--- config.mk ---
export PLATFORM = sky130hd
export DESIGN_NAME = supply_sequencer
export DESIGN_NICKNAME = d
export VERILOG_FILES = /design/src/rtl/supply_sequencer.sv
export SDC_FILE = /design/constraint.sdc
export NUM_CORES = 1
export LEC_CHECK = 0
export BUFFER_PORTS_ARGS = -buffer_cell sky130_fd_sc_hd__clkbuf_2
export CORE_MARGIN = 5
export CORE_UTILIZATION = 55
export DETAILED_ROUTE_END_ITERATION = 10
export PLACE_DENSITY = 0.74
export SYNTH_ARGS = -nofsm -noshare
export SYNTH_HDL_FRONTEND = slang
export SYNTH_SLANG_ARGS = --single-unit
--- constraint.sdc ---
create_clock -name clk -period 4.3 [get_ports clk]
set_input_delay 0.215 -clock clk [delete_from_list [all_inputs] [get_ports clk]]
set_output_delay 0.215 -clock clk [all_outputs]
set_load 0.02 [all_outputs]
--- src/rtl/supply_sequencer.sv ---
// supply_sequencer: power-up supervisor for the +5 V regulator and load switch.
// Synchronises the regulator's input-present and output-good comparators,
// sequences the regulator enable and the board reset, and latches a fault
// code on ramp timeout, instability during settling, or brown-out.
// Optional feature macro: SUPPLY_SEQ_RETRY_EN (automatic retry after a
// cooldown period; undefined by default, in which case every fault latches
// until clr_fault).
module supply_sequencer #(
  parameter int DEBOUNCE_CYC = 1000,
  parameter int SETTLE_CYC   = 5000,
  parameter int TIMEOUT_CYC  = 20000,
  parameter int COOLDOWN_CYC = 50000,
  parameter int RETRY_MAX    = 3,
  parameter int CNT_W        = 16
) (
  input  logic       clk,
  input  logic       rst_n,
  input  logic       enable,
  input  logic       vin_ok,
  input  logic       vout_ok,
  input  logic       clr_fault,
  output logic       reg_en,
  output logic       sys_rst_n,
  output logic       pgood,
  output logic       fault,
  output logic [1:0] fault_code
);

  // Every cycle count shares one CNT_W-bit counter, so each must fit in it.
  if (DEBOUNCE_CYC < 1 || DEBOUNCE_CYC >= (1 << CNT_W) ||
      SETTLE_CYC   < 1 || SETTLE_CYC   >= (1 << CNT_W) ||
      TIMEOUT_CYC  < 1 || TIMEOUT_CYC  >= (1 << CNT_W) ||
      COOLDOWN_CYC < 1 || COOLDOWN_CYC >= (1 << CNT_W) ||
      RETRY_MAX    < 0) begin : g_param_check
    $error("supply_sequencer: cycle parameters must lie in 1 .. 2**CNT_W-1");
  end

  localparam logic [2:0] ST_OFF    = 3'd0;
  localparam logic [2:0] ST_RAMP   = 3'd1;
  localparam logic [2:0] ST_SETTLE = 3'd2;
  localparam logic [2:0] ST_ON     = 3'd3;
  localparam logic [2:0] ST_FAULT  = 3'd4;

  localparam logic [1:0] CODE_NONE     = 2'b00;
  localparam logic [1:0] CODE_TIMEOUT  = 2'b01;
  localparam logic [1:0] CODE_UNSTABLE = 2'b10;
  localparam logic [1:0] CODE_BROWNOUT = 2'b11;

  // A phase ends on the edge that sees its N-th qualifying cycle, i.e. while
  // the counter still holds N-1 (the counter restarts at 0 on state entry).
  localparam logic [CNT_W-1:0] CNT_MAX  = '1;
  localparam logic [CNT_W-1:0] DEB_LAST = CNT_W'(DEBOUNCE_CYC - 1);
  localparam logic [CNT_W-1:0] SET_LAST = CNT_W'(SETTLE_CYC - 1);
  localparam logic [CNT_W-1:0] TMO_LAST = CNT_W'(TIMEOUT_CYC - 1);

  logic             vin_meta;
  logic             vin_s;
  logic             vout_meta;
  logic             vout_s;
  logic [2:0]       state;
  logic [2:0]       state_nxt;
  logic [CNT_W-1:0] cnt;
  logic [CNT_W-1:0] cnt_nxt;
  logic [CNT_W-1:0] cnt_inc;
  logic             fault_nxt;
  logic [1:0]       code_nxt;
  logic             rail_lost;

`ifdef SUPPLY_SEQ_RETRY_EN
  localparam int RTY_W = (RETRY_MAX < 2) ? 1 : $clog2(RETRY_MAX + 1);
  localparam logic [CNT_W-1:0] COOL_LAST = CNT_W'(COOLDOWN_CYC - 1);
  localparam logic [RTY_W-1:0] RTY_LIM   = RTY_W'(RETRY_MAX);

  logic [RTY_W-1:0] retry_cnt;
  logic [RTY_W-1:0] retry_nxt;
`endif

  // Two-flop synchronisers for the asynchronous comparator inputs.
  always_ff @(posedge clk or negedge rst_n) begin
    if (!rst_n) begin
      vin_meta  <= 1'b0;
      vin_s     <= 1'b0;
      vout_meta <= 1'b0;
      vout_s    <= 1'b0;
    end else begin
      vin_meta  <= vin_ok;
      vin_s     <= vin_meta;
      vout_meta <= vout_ok;
      vout_s    <= vout_meta;
    end
  end

  // Next-state, counter and fault-register logic for the sequencer.
  always_comb begin
    cnt_inc   = (cnt == CNT_MAX) ? cnt : cnt + 1'b1;
    state_nxt = state;
    cnt_nxt   = cnt_inc;
    fault_nxt = fault;
    code_nxt  = fault_code;
`ifdef SUPPLY_SEQ_RETRY_EN
    retry_nxt = retry_cnt;
`endif
    // Losing the input supply or software enable is a clean shutdown and
    // wins over any fault seen on the same cycle.
    rail_lost = !vin_s || !enable;

    case (state)
      ST_OFF: begin
        if (vin_s && enable) begin
          if (cnt == DEB_LAST) begin
            state_nxt = ST_RAMP;
            cnt_nxt   = '0;
          end
        end else begin
          cnt_nxt = '0;
        end
      end

      ST_RAMP: begin
        if (rail_lost) begin
          state_nxt = ST_OFF;
          cnt_nxt   = '0;
        end else if (vout_s) begin
          state_nxt = ST_SETTLE;
          cnt_nxt   = '0;
        end else if (cnt == TMO_LAST) begin
          state_nxt = ST_FAULT;
          cnt_nxt   = '0;
          fault_nxt = 1'b1;
          code_nxt  = CODE_TIMEOUT;
        end
      end

      ST_SETTLE: begin
        if (rail_lost) begin
          state_nxt = ST_OFF;
          cnt_nxt   = '0;
        end else if (!vout_s) begin
          state_nxt = ST_FAULT;
          cnt_nxt   = '0;
          fault_nxt = 1'b1;
          code_nxt  = CODE_UNSTABLE;
        end else if (cnt == SET_LAST) begin
          state_nxt = ST_ON;
          cnt_nxt   = '0;
`ifdef SUPPLY_SEQ_RETRY_EN
          // A successful power-up forgives earlier retried faults.
          retry_nxt = '0;
          fault_nxt = 1'b0;
          code_nxt  = CODE_NONE;
`endif
        end
      end

      ST_ON: begin
        if (rail_lost) begin
          state_nxt = ST_OFF;
          cnt_nxt   = '0;
        end else if (!vout_s) begin
          state_nxt = ST_FAULT;
          cnt_nxt   = '0;
          fault_nxt = 1'b1;
          code_nxt  = CODE_BROWNOUT;
        end
      end

      ST_FAULT: begin
        // enable and vin_s are deliberately ignored here.
        if (clr_fault) begin
          state_nxt = ST_OFF;
          cnt_nxt   = '0;
          fault_nxt = 1'b0;
          code_nxt  = CODE_NONE;
`ifdef SUPPLY_SEQ_RETRY_EN
          retry_nxt = '0;
        end else if (retry_cnt < RTY_LIM && cnt == COOL_LAST) begin
          // Cooldown over: try again, keeping the fault flag and code visible.
          state_nxt = ST_OFF;
          cnt_nxt   = '0;
          retry_nxt = retry_cnt + 1'b1;
`endif
        end
      end

      default: begin
        state_nxt = ST_OFF;
        cnt_nxt   = '0;
      end
    endcase
  end

  // State, counter and registered outputs, all decoded from the next state
  // so the outputs move on the same edge as the transition.
  always_ff @(posedge clk or negedge rst_n) begin
    if (!rst_n) begin
      state      <= ST_OFF;
      cnt        <= '0;
      reg_en     <= 1'b0;
      sys_rst_n  <= 1'b0;
      pgood      <= 1'b0;
      fault      <= 1'b0;
      fault_code <= CODE_NONE;
    end else begin
      state      <= state_nxt;
      cnt        <= cnt_nxt;
      reg_en     <= (state_nxt == ST_RAMP) || (state_nxt == ST_SETTLE) ||
                    (state_nxt == ST_ON);
      // Reset release and power-good only in ON, where reg_en is also high.
      sys_rst_n  <= (state_nxt == ST_ON);
      pgood      <= (state_nxt == ST_ON);
      fault      <= fault_nxt;
      fault_code <= code_nxt;
    end
  end

`ifdef SUPPLY_SEQ_RETRY_EN
  // Retry counter: number of automatic restarts since the last clean power-up.
  always_ff @(posedge clk or negedge rst_n) begin
    if (!rst_n) begin
      retry_cnt <= '0;
    end else begin
      retry_cnt <= retry_nxt;
    end
  end
`endif

endmodule

==> results of run 1 <==
[synth_stat cells (2+ instances only)]
master	instances	share of area
inv_1	2	0.0051
nor3_1	5	0.017
or4_1	2	0.010
mux2i_1	2	0.014
a211oi_1	5	0.026
nand2_1	18	0.046
nand3_1	6	0.021
and2_1	2	0.0085
a21oi_1	12	0.041
xnor2_1	5	0.030
o21ai_0	8	0.027
nor2_1	19	0.049
nand4_1	5	0.021
o211ai_1	2	0.010
nor2b_1	5	0.021
nor4_1	3	0.013
dfrtp_1	28	0.48
and3_1	2	0.0085
clkbuf_1	6	0.015
[per-layer routing]
| layer | track usage | routed length, µm | vias to the layer above | part of all wire |
|---|---|---|---|---|
| met5 | 0 | 0 | - | 0 |
| met4 | 0.06061 | 30 | 0 | 0.0099 |
| li1 | - | - | 590 | - |
| met1 | 0.2573 | 1421 | 579 | 0.47 |
| met3 | 0.04822 | 127 | 2 | 0.042 |
| met2 | 0.3079 | 1459 | 28 | 0.48 |
[cell families (layout without fill, tap and decap cells)]
family / count (synthesis) / after routing / synth area share
mux: 2 / 2 / 0.01368
flops: 28 / 28 / 0.4786
fa+ha+maj: 1 / 1 / 0.008546
compound gates: 32 / 32 / 0.1316
xor+xnor: 5 / 5 / 0.02991
simple gates: 80 / 80 / 0.3043
buf+inv: 10 / 20 / 0.03334
[state kept, by name, summed over array words and instances (netlist names)]
register / flops
fault_code: 2
state: 3
pgood: 1
fault: 1
vin_s: 1
cnt: 16
vout_s: 1
vin_meta: 1
reg_en: 1
vout_meta: 1
[metrics by stage]
| step | setup WS (ns) | power (W) |
|---|---|---|
| floorplan | 1.798 | 0.0002803 |
| global placement | 1.501 | 0.0002880 |
| detailed placement | 1.388 | 0.0002887 |
| CTS | 1.364 | 0.0004609 |
| global route | 1.208 | 0.0004742 |
| finish | 1.367 | 0.0004538 |
[layout make-up]
cell class	count	area, µm²
Multi-Input combinational cell	120	714.4
Timing Repair Buffer	14	85.08
Tap cell	30	37.54
Clock inverter	1	30.03
Fill cell	225	924.6
Inverter	2	7.507
Sequential cell	28	700.7
Clock buffer	3	22.52
[how the worst min path moves through the flow]
stage,slack [ns],to,start
global route,0.22,state[2]$_DFF_PN0_,clr_fault
finish,0.20,state[2]$_DFF_PN0_,clr_fault
global placement,0.28,fault_code[0]$_DFFE_PN0P_,rst_n
CTS,0.20,state[2]$_DFF_PN0_,clr_fault
floorplan,-0.08,cnt[0]$_DFF_PN0_,rst_n
detailed placement,0.28,fault_code[0]$_DFFE_PN0P_,rst_n
[worst reg2reg max path: stages, from the launching register on]
cell and delay (ns):
dfrtp_1 0.48, or4b_2 0.71, nor4_2 0.46, nor4bb_1 0.19
nor4b_4 0.78, nor3_1 0.16
[power breakdown]
part / switching, W / internal, W / leakage, nW / total, W
registers: 0.00000164 / 0.000266 / 0.381 / 0.000268
clock network: 0.0000742 / 0.0000943 / 0.0279 / 0.000168
logic: 0.0000108 / 0.00000683 / 0.267 / 0.0000176
==> run_results.csv, run 1 <==
group,metric,value,unit
setup_path,crit_start,"cnt[7]$_DFF_PN0_",
setup_path,cp_num_buf_inv,0,
placed_design,placed_cells,191,
setup_path,cp_slowest_stage_delay,0.78,ns
cts,cts_buffer_depth,2,
layout,fin_area,1598,µm²
layout,final_cell_mix,"dfrtp_1, nor2_1, nand2_1, a21oi_1, clkbuf_2",
setup_path,cp_max_fo,16,
layout,drive_above_1_share,0.1310,
cts,cts.reportedPaths.clkPinSlew,0.14,ns
min_path,min_path_type,"input pin to register",
synthesis,synth_cells,158,
drt,routedWlPerCell,15.35,µm
setup_path,critical-path-top-delay-family,"simple AND/OR/NAND/NOR gates",
cts,post_cts_buffers,0,
setup_path,r2r_setup_slack,1.37,ns
synthesis,synthFlopType,"dfrtp_1",
die,rows,18,
sta,tightest_slew,0.8784,ns
drt,drtPass1Iterations,4,
sta,rsz0062_at_grt,"false",
placed_design,postPlaceCellArea,1515,µm²
drt,viasPerCell,6.056,
sta,fin_hold_ws,0.2035,ns
sta,timing_hold_violations_final,0,
cts,cts_made_buffers,3,
setup_path,cpMaxStageDelayCell,"nor4b_4",
status,status,"finished clean",
setup_path,worstPathRequired,4.48,ns
setup_path,worstSetupPathType,"register to register",
synthesis,avgSynthCellArea,9.265,µm²
setup_path,endpoint,"cnt[8]$_DFF_PN0_",
cts,cts-root-buf,"clkbuf_4",
sta,finalCritPeriodShare,0.6821,
sta,fmax,0.3410,GHz
setup_path,cp-end-kind,"register",
cts,htreeDepth,1,
setup_path,cp-start-kind,"register",
layout,final_util,0.6334,
sta,finalSetupViolCount,0,
die,core,2522,µm²
synthesis,ys_warn_count,0,
drt,wl,3039,µm
placed_design,dp_hpwl,2179,µm
placed_design,io_buffer_count,11,
setup_path,worstRegToRegCells,5,
setup_path,worstPathArrival,3.11,ns
synthesis,ys_ff_latch,28,
synthesis,async_flop_share,1.000,
synthesis,syn_nets,165,
cts,numClockSinks,28,
layout,final_common_cell,"dfrtp_1",
cts,cts_hold_buffers,3,
die,initial_utilization,0.5804,
cts,clock_latency,0.32,ns
cts,cts_tree,"built",
drt,drc,0,
placed_design,place.gp.congestion,0.8914,
synthesis,ys_seq_area_frac,0.4786,
sta,period_needed,2.933,ns
synthesis,syn_area,1464,µm²
die,die_w,61.59,µm
layout,layout.nets,176,
die,pin_count,12,
drt,drtIter0Drc,25,
setup_path,r2r_end,"cnt[8]$_DFF_PN0_",
cts,cts_resized,0,
setup_path,path_depth,5,
grt,grt_pass1_wl,5368,µm
power_and_ir_drop,max-vdd-ir-drop,0.0002943,V
layout,stdcell_count,198,
setup_path,crit_chain,"or4b_2, nor4_2, nor4bb_1, nor4b_4, nor3_1",
grt,grt_max_degree,29,
setup_path,timing.rr.start,"cnt[7]$_DFF_PN0_",
synthesis,synth_edf_count,0,
drt,drtAntennaViolNets,0,
layout,syn2layout_area_growth,9.145,%
layout,insertedDiodeCount,0,
grt,gr-total-overflow,0,
sta,relSlewSlack,0.4090,
die,die_h,61.59,µm
power_and_ir_drop,power.leakage,0.6761,nW
grt,grt_pass1_vias,1137,
job,cap_violations,0,
min_path,hold_depth,3,
sta,maxSlewViolCount,0,
die,die_area,3793,µm²
grt,grt_usage,0.1927,
grt,antenna_found_initial,0,
sta,skew,0.003216,ns
synthesis,synth_cell_type_count,40,
drt,vias,1199,
power_and_ir_drop,power.density,284.0,nW/µm²
sta,tns,0,ns
Power figures use the tool's default switching activity.
==> inputs of run 2 (changes only) <==
==> constraint.sdc (replaced) <==
create_clock -name clk -period 2.78 [get_ports clk]
set_input_delay 0.139 -clock clk [delete_from_list [all_inputs] [get_ports clk]]
set_output_delay 0.139 -clock clk [all_outputs]
set_load 0.02 [all_outputs]
==> run 2 against run 1 <==
- total power increased by 56%
- first-iteration DRC count increased by 150%
- clock power increased by 57%
- sequential cell count unchanged
- sequential power increased by 54%
- combinational power increased by 66%
- critical path type unchanged
==> run_results.csv, run 2 (synthesis results as in run 1) <==
group,metric,value,unit
status,status,"finished clean",
die,die_area,3793,µm²
layout,reg_top3,"cnt x16, state x3, fault_code x2",
sta,setup_slack,0.2522,ns
drt,m1WireLength,1455,µm
min_path,min_path_type,"input pin to register",
drt,vias,1196,
drt,drtAntennaViolNets,0,
setup_path,cp_max_fo,16,
cts,post_cts_buffers,0,
drt,routedWlPerCell,14.09,µm
min_path,min_from,"clr_fault",
sta,period_needed,2.528,ns
sta,relSlewSlack,0.5528,
cts,cts_resized,0,
grt,gr-total-overflow,0,
cts,cts_made_buffers,3,
drt,drtPass1Iterations,4,
grt,antenna_found_initial,0,
sta,timing_hold_violations_final,0,
layout,final_util,0.6453,
layout,final_cell_mix,"dfrtp_1, nor2_1, nand2_1, a21oi_1, clkbuf_2",
cts,cts_buffer_depth,2,
grt,grt_pass1_wl,5126,µm
min_path,hold_path_end,"fault_code[0]$_DFFE_PN0P_",
layout,seq_area,700.7,µm²
layout,insertedDiodeCount,0,
sta,skew,0.002860,ns
setup_path,worstSetupPathType,"register to register",
power_and_ir_drop,power.leakage,0.6968,nW
layout,multi_input_area,714.4,µm²
placed_design,dp_slack,0.2725,ns
layout,final_common_cell,"dfrtp_1",
min_path,hold_depth,4,
cts,cts_hold_buffers,3,
layout,largest_reg_flops,16,
power_and_ir_drop,max-vdd-ir-drop,0.0003358,V
die,rows,18,
sta,maxSlewViolCount,0,
placed_design,place.gp.congestion,0.8524,
cts,cts.reportedPaths.clkPinSlew,0.15,ns
die,initial_utilization,0.5804,
layout,layout.nets,180,
job,cap_violations,0,
power_and_ir_drop,power.density,434.7,nW/µm²
setup_path,worstPathArrival,2.73,ns
setup_path,worstRegToRegCells,6,
setup_path,cp-start-kind,"register",
setup_path,worstPathRequired,2.98,ns
sta,finalSetupViolCount,0,
sta,tns,0,ns
layout,fillers,205,
die,pin_count,12,
placed_design,io_buffer_count,11,
sta,fmax,0.3956,GHz
grt,grt_pass1_vias,1119,
cts,cts-root-buf,"clkbuf_4",
die,die_w,61.59,µm
setup_path,r2r_end,"cnt[4]$_DFF_PN0_",
cts,clock_latency,0.32,ns
drt,drc,0,
layout,largest_register,"cnt",
drt,dr.max_layer_used,"met4",
cts,htreeDepth,1,
drt,wl_met2,1282,µm
layout,drive_above_1_share,0.1512,
sta,finalCritPeriodShare,0.9093,
setup_path,timing.rr.start,"cnt[3]$_DFF_PN0_",
cts,numClockSinks,28,
die,core,2522,µm²
placed_design,dp_hpwl,2035,µm
drt,drtIter0Drc,62,
sta,rsz0062_at_grt,"false",
layout,syn2layout_area_growth,11.20,%
grt,grt_max_degree,29,
die,die_h,61.59,µm
setup_path,r2r_setup_slack,0.25,ns
drt,wl_met3,89,µm
setup_path,cp-end-kind,"register",
grt,grt_usage,0.1808,
cts,cts_tree,"built",
drt,viasPerCell,5.921,
drt,wl,2846,µm
sta,tightest_slew,0.6708,ns
==> run 2: cell count changes in the layout (fill, tap and decap cells not counted), sizes merged <==
| cell | before | now |
|---|---|---|
| buf | 0 | 4 |
==> run 2: worst max-delay path, stage by stage (launching register included) <==
cell and delay (ns):
dfrtp_1 0.48, or4_1 0.54, or4_4 0.54, o31a_1 0.28
nor4b_4 0.26, buf_4 0.24, a311oi_1 0.06
==> run 2: metal layers <==
layer,global-route usage,up-vias
met1,0.2675,578
met4,0.05455,0
met2,0.2706,18
met5,0,-
met3,0.03145,2
li1,-,598
==> run 2: cell type report <==
cell class	count	share of cell area
Clock buffer	3	0.01384
Clock inverter	1	0.01845
Inverter	2	0.004612
Multi-Input combinational cell	120	0.4389
Sequential cell	28	0.4304
Tap cell	30	0.02306
Timing Repair Buffer	18	0.07071
==> run 2: through the flow <==
| stage | total power (W) | cells | cell area [µm²] | hold slack, ns |
|---|---|---|---|---|
| after global placement | 0.0004473 | 195 | 1545 | 0.1976 |
| after CTS | 0.0007127 | 202 | 1628 | 0.1120 |
| after floorplan | 0.0004336 | 158 | 1464 | -0.1566 |
| final | 0.0007076 | 202 | 1628 | 0.1236 |
| after global routing | 0.0007324 | 202 | 1628 | 0.1244 |
| after detailed placement | 0.0004484 | 195 | 1545 | 0.2052 |
==> run 2: worst max-delay path by stage <==
stage / start / endpoint / slack, ns / cells after the start
after global routing: cnt[3]$_DFF_PN0_ / cnt[4]$_DFF_PN0_ / 0.13 / 6
after detailed placement: cnt[3]$_DFF_PN0_ / cnt[4]$_DFF_PN0_ / 0.27 / 6
after floorplan: cnt[3]$_DFF_PN0_ / cnt[2]$_DFF_PN0_ / 0.28 / 6
after CTS: cnt[3]$_DFF_PN0_ / cnt[4]$_DFF_PN0_ / 0.25 / 6
final: cnt[3]$_DFF_PN0_ / cnt[4]$_DFF_PN0_ / 0.25 / 6
after global placement: cnt[3]$_DFF_PN0_ / cnt[4]$_DFF_PN0_ / 0.32 / 6
==> run 2: where the power goes <==
part,switching (W),internal (W)
clock,0.000119,0.000146
sequential,0.00000230,0.000412
combinational,0.0000170,0.0000122
total,0.000138,0.000570
==> inputs of run 3 (changes only) <==
--- a/config.mk
+++ b/config.mk
@@ -9,7 +9,7 @@
 export CORE_MARGIN = 5
 export CORE_UTILIZATION = 55
 export DETAILED_ROUTE_END_ITERATION = 10
-export PLACE_DENSITY = 0.74
+export PLACE_DENSITY_LB_ADDON = 0.25
 export SYNTH_ARGS = -nofsm -noshare
 export SYNTH_HDL_FRONTEND = slang
 export SYNTH_SLANG_ARGS = --single-unit
==> run 3 against run 2 <==
- fmax decreased by 1.7%
- critical path type unchanged
- via count increased by 1.6%
- highest routed layer unchanged
- largest power group unchanged
- sequential power barely moved
- first-iteration DRC count decreased by 15%
- sequential cell count is the same
- routed wire length is 0.18% higher
- combinational power about the same
==> run_results.csv, run 3 (synthesis results as in run 1) <==
group,metric,value,unit
cts,numClockSinks,28,
layout,largest_reg_flops,16,
sta,maxSlewViolCount,0,
power_and_ir_drop,power.density,432.8,nW/µm²
cts,cts-root-buf,"clkbuf_4",
setup_path,worstSetupPathType,"register to register",
sta,fin_hold_ws,0.1222,ns
layout,syn2layout_area_growth,11.71,%
die,die_h,61.59,µm
sta,setup_slack,0.2075,ns
grt,gr-total-overflow,0,
grt,grt_pass1_vias,1121,
job,cap_violations,0,
layout,final_common_cell,"dfrtp_1",
sta,period_needed,2.573,ns
die,die_w,61.59,µm
cts,htreeDepth,1,
layout,insertedDiodeCount,0,
drt,wl,2851,µm
layout,multi_input_area,714.4,µm²
die,pin_count,12,
setup_path,cp-end-kind,"register",
die,rows,18,
sta,finalCritPeriodShare,0.9254,
power_and_ir_drop,power.leakage,0.7023,nW
drt,drtAntennaViolNets,0,
power_and_ir_drop,netSwitchingFraction,0.1952,
layout,fillers,221,
die,core,2522,µm²
power_and_ir_drop,p_seq_frac,0.585,
sta,timing_hold_violations_final,0,
drt,viasPerCell,5.985,
drt,drc,0,
drt,drtPass1Iterations,4,
setup_path,cp-start-kind,"register",
cts,cts.reportedPaths.clkPinSlew,0.15,ns
layout,drive_above_1_share,0.1561,
sta,tightest_slew,0.6712,ns
power_and_ir_drop,pwr-share-comb,0.042,
grt,grt_pass1_wl,5016,µm
power_and_ir_drop,p_clk_frac,0.374,
die,initial_utilization,0.5804,
cts,cts_buffer_depth,2,
power_and_ir_drop,internal_power,0.0005696,W
cts,cts_tree,"built",
setup_path,worstPathRequired,3.00,ns
layout,final_cell_mix,"dfrtp_1, nor2_1, nand2_1, a21oi_1, clkbuf_2",
sta,skew,0.008164,ns
status,status,"finished clean",
drt,vias,1215,
layout,largest_register,"cnt",
drt,routedWlPerCell,14.04,µm
min_path,min_path_type,"input pin to register",
cts,clock_latency,0.33,ns
cts,post_cts_buffers,0,
layout,final_util,0.6483,
drt,drtIter0Drc,53,
placed_design,dp_hpwl,2079,µm
placed_design,postPlaceCellArea,1553,µm²
sta,relSlewSlack,0.5525,
placed_design,place.gp.congestion,0.8063,
grt,grt_usage,0.1751,
power_and_ir_drop,max-vdd-ir-drop,0.0003541,V
die,die_area,3793,µm²
power_and_ir_drop,power.switching,0.0001381,W
placed_design,dp_slack,0.2368,ns
sta,finalSetupViolCount,0,
setup_path,r2r_setup_slack,0.21,ns
placed_design,io_buffer_count,11,
setup_path,worstPathArrival,2.79,ns
sta,rsz0062_at_grt,"false",
layout,seq_area,700.7,µm²
grt,grt_max_degree,29,
sta,fmax,0.3887,GHz
layout,layout.nets,181,
cts,cts_made_buffers,3,
grt,antenna_found_initial,0,
sta,tns,0,ns
setup_path,cp_max_fo,16,
layout,reg_top3,"cnt x16, state x3, fault_code x2",
layout,fin_area,1635,µm²
[run 3: changes by cell type in the layout (fill, tap and decap cells not counted), sizes merged]
cell  delta
buf      +1
[run 3: critical path: stages, from the launching register on]
cell,delay (ns)
dfrtp_1,0.48
or4_1,0.53
or4_4,0.54
o31a_1,0.29
nor4b_4,0.28
buf_4,0.25
nor3_1,0.09
[run 3: power groups by stage]
stage | clock (W) | combinational, W | sequential, W
4_1_cts | 0.000272 | 0.0000304 | 0.000414
3_3_place_gp | 0 | 0.0000260 | 0.000421
6_report | 0.000264 | 0.0000295 | 0.000414
2_1_floorplan | 0 | 0.0000126 | 0.000421
3_5_place_dp | 0 | 0.0000271 | 0.000421
5_1_grt | 0.000289 | 0.0000342 | 0.000415
[run 3: layer usage]
metal	share of wire	routed length (µm)	GRT usage
met5	0	0	0
met1	0.51	1445	0.2566
met3	0.032	91	0.02096
met4	0.0067	19	0.07273
met2	0.45	1295	0.2616
[run 3: layout make-up]
class	instances	share of cell area
sequential	28	0.4285
multi-input combinational	120	0.4369
inverter	2	0.004591
clock inverter	1	0.01836
clock buffer	3	0.01377
timing repair buffer	19	0.07498
tap	30	0.02295
[run 3: path summary, 6_finish.rpt]
kind,cells after the start,endpoint,from
worst max-delay path,6,cnt[3]$_DFF_PN0_,cnt[3]$_DFF_PN0_
worst min-delay path,4,fault_code[0]$_DFFE_PN0P_,clr_fault
worst max register to register,6,cnt[3]$_DFF_PN0_,cnt[3]$_DFF_PN0_
worst min register to register,0,vout_s$_DFF_PN0_,vout_meta$_DFF_PN0_
max in group asynchronous,2,cnt[4]$_DFF_PN0_,rst_n
min in group asynchronous,2,state[1]$_DFF_PN0_,rst_n
[run 3: stage by stage]
step / power [W] / instances
4_1_cts: 0.0007164 / 203
5_1_grt: 0.0007375 / 203
3_5_place_dp: 0.0004486 / 196
2_1_floorplan: 0.0004336 / 158
6_report: 0.0007078 / 203
3_3_place_gp: 0.0004473 / 196
[run 3: timing repair]
item	in CTS	in global routing
resized for setup	0	0
hold buffers	3	0
endpoints found under the hold margin	30	0
endpoints found under the setup margin	0	0
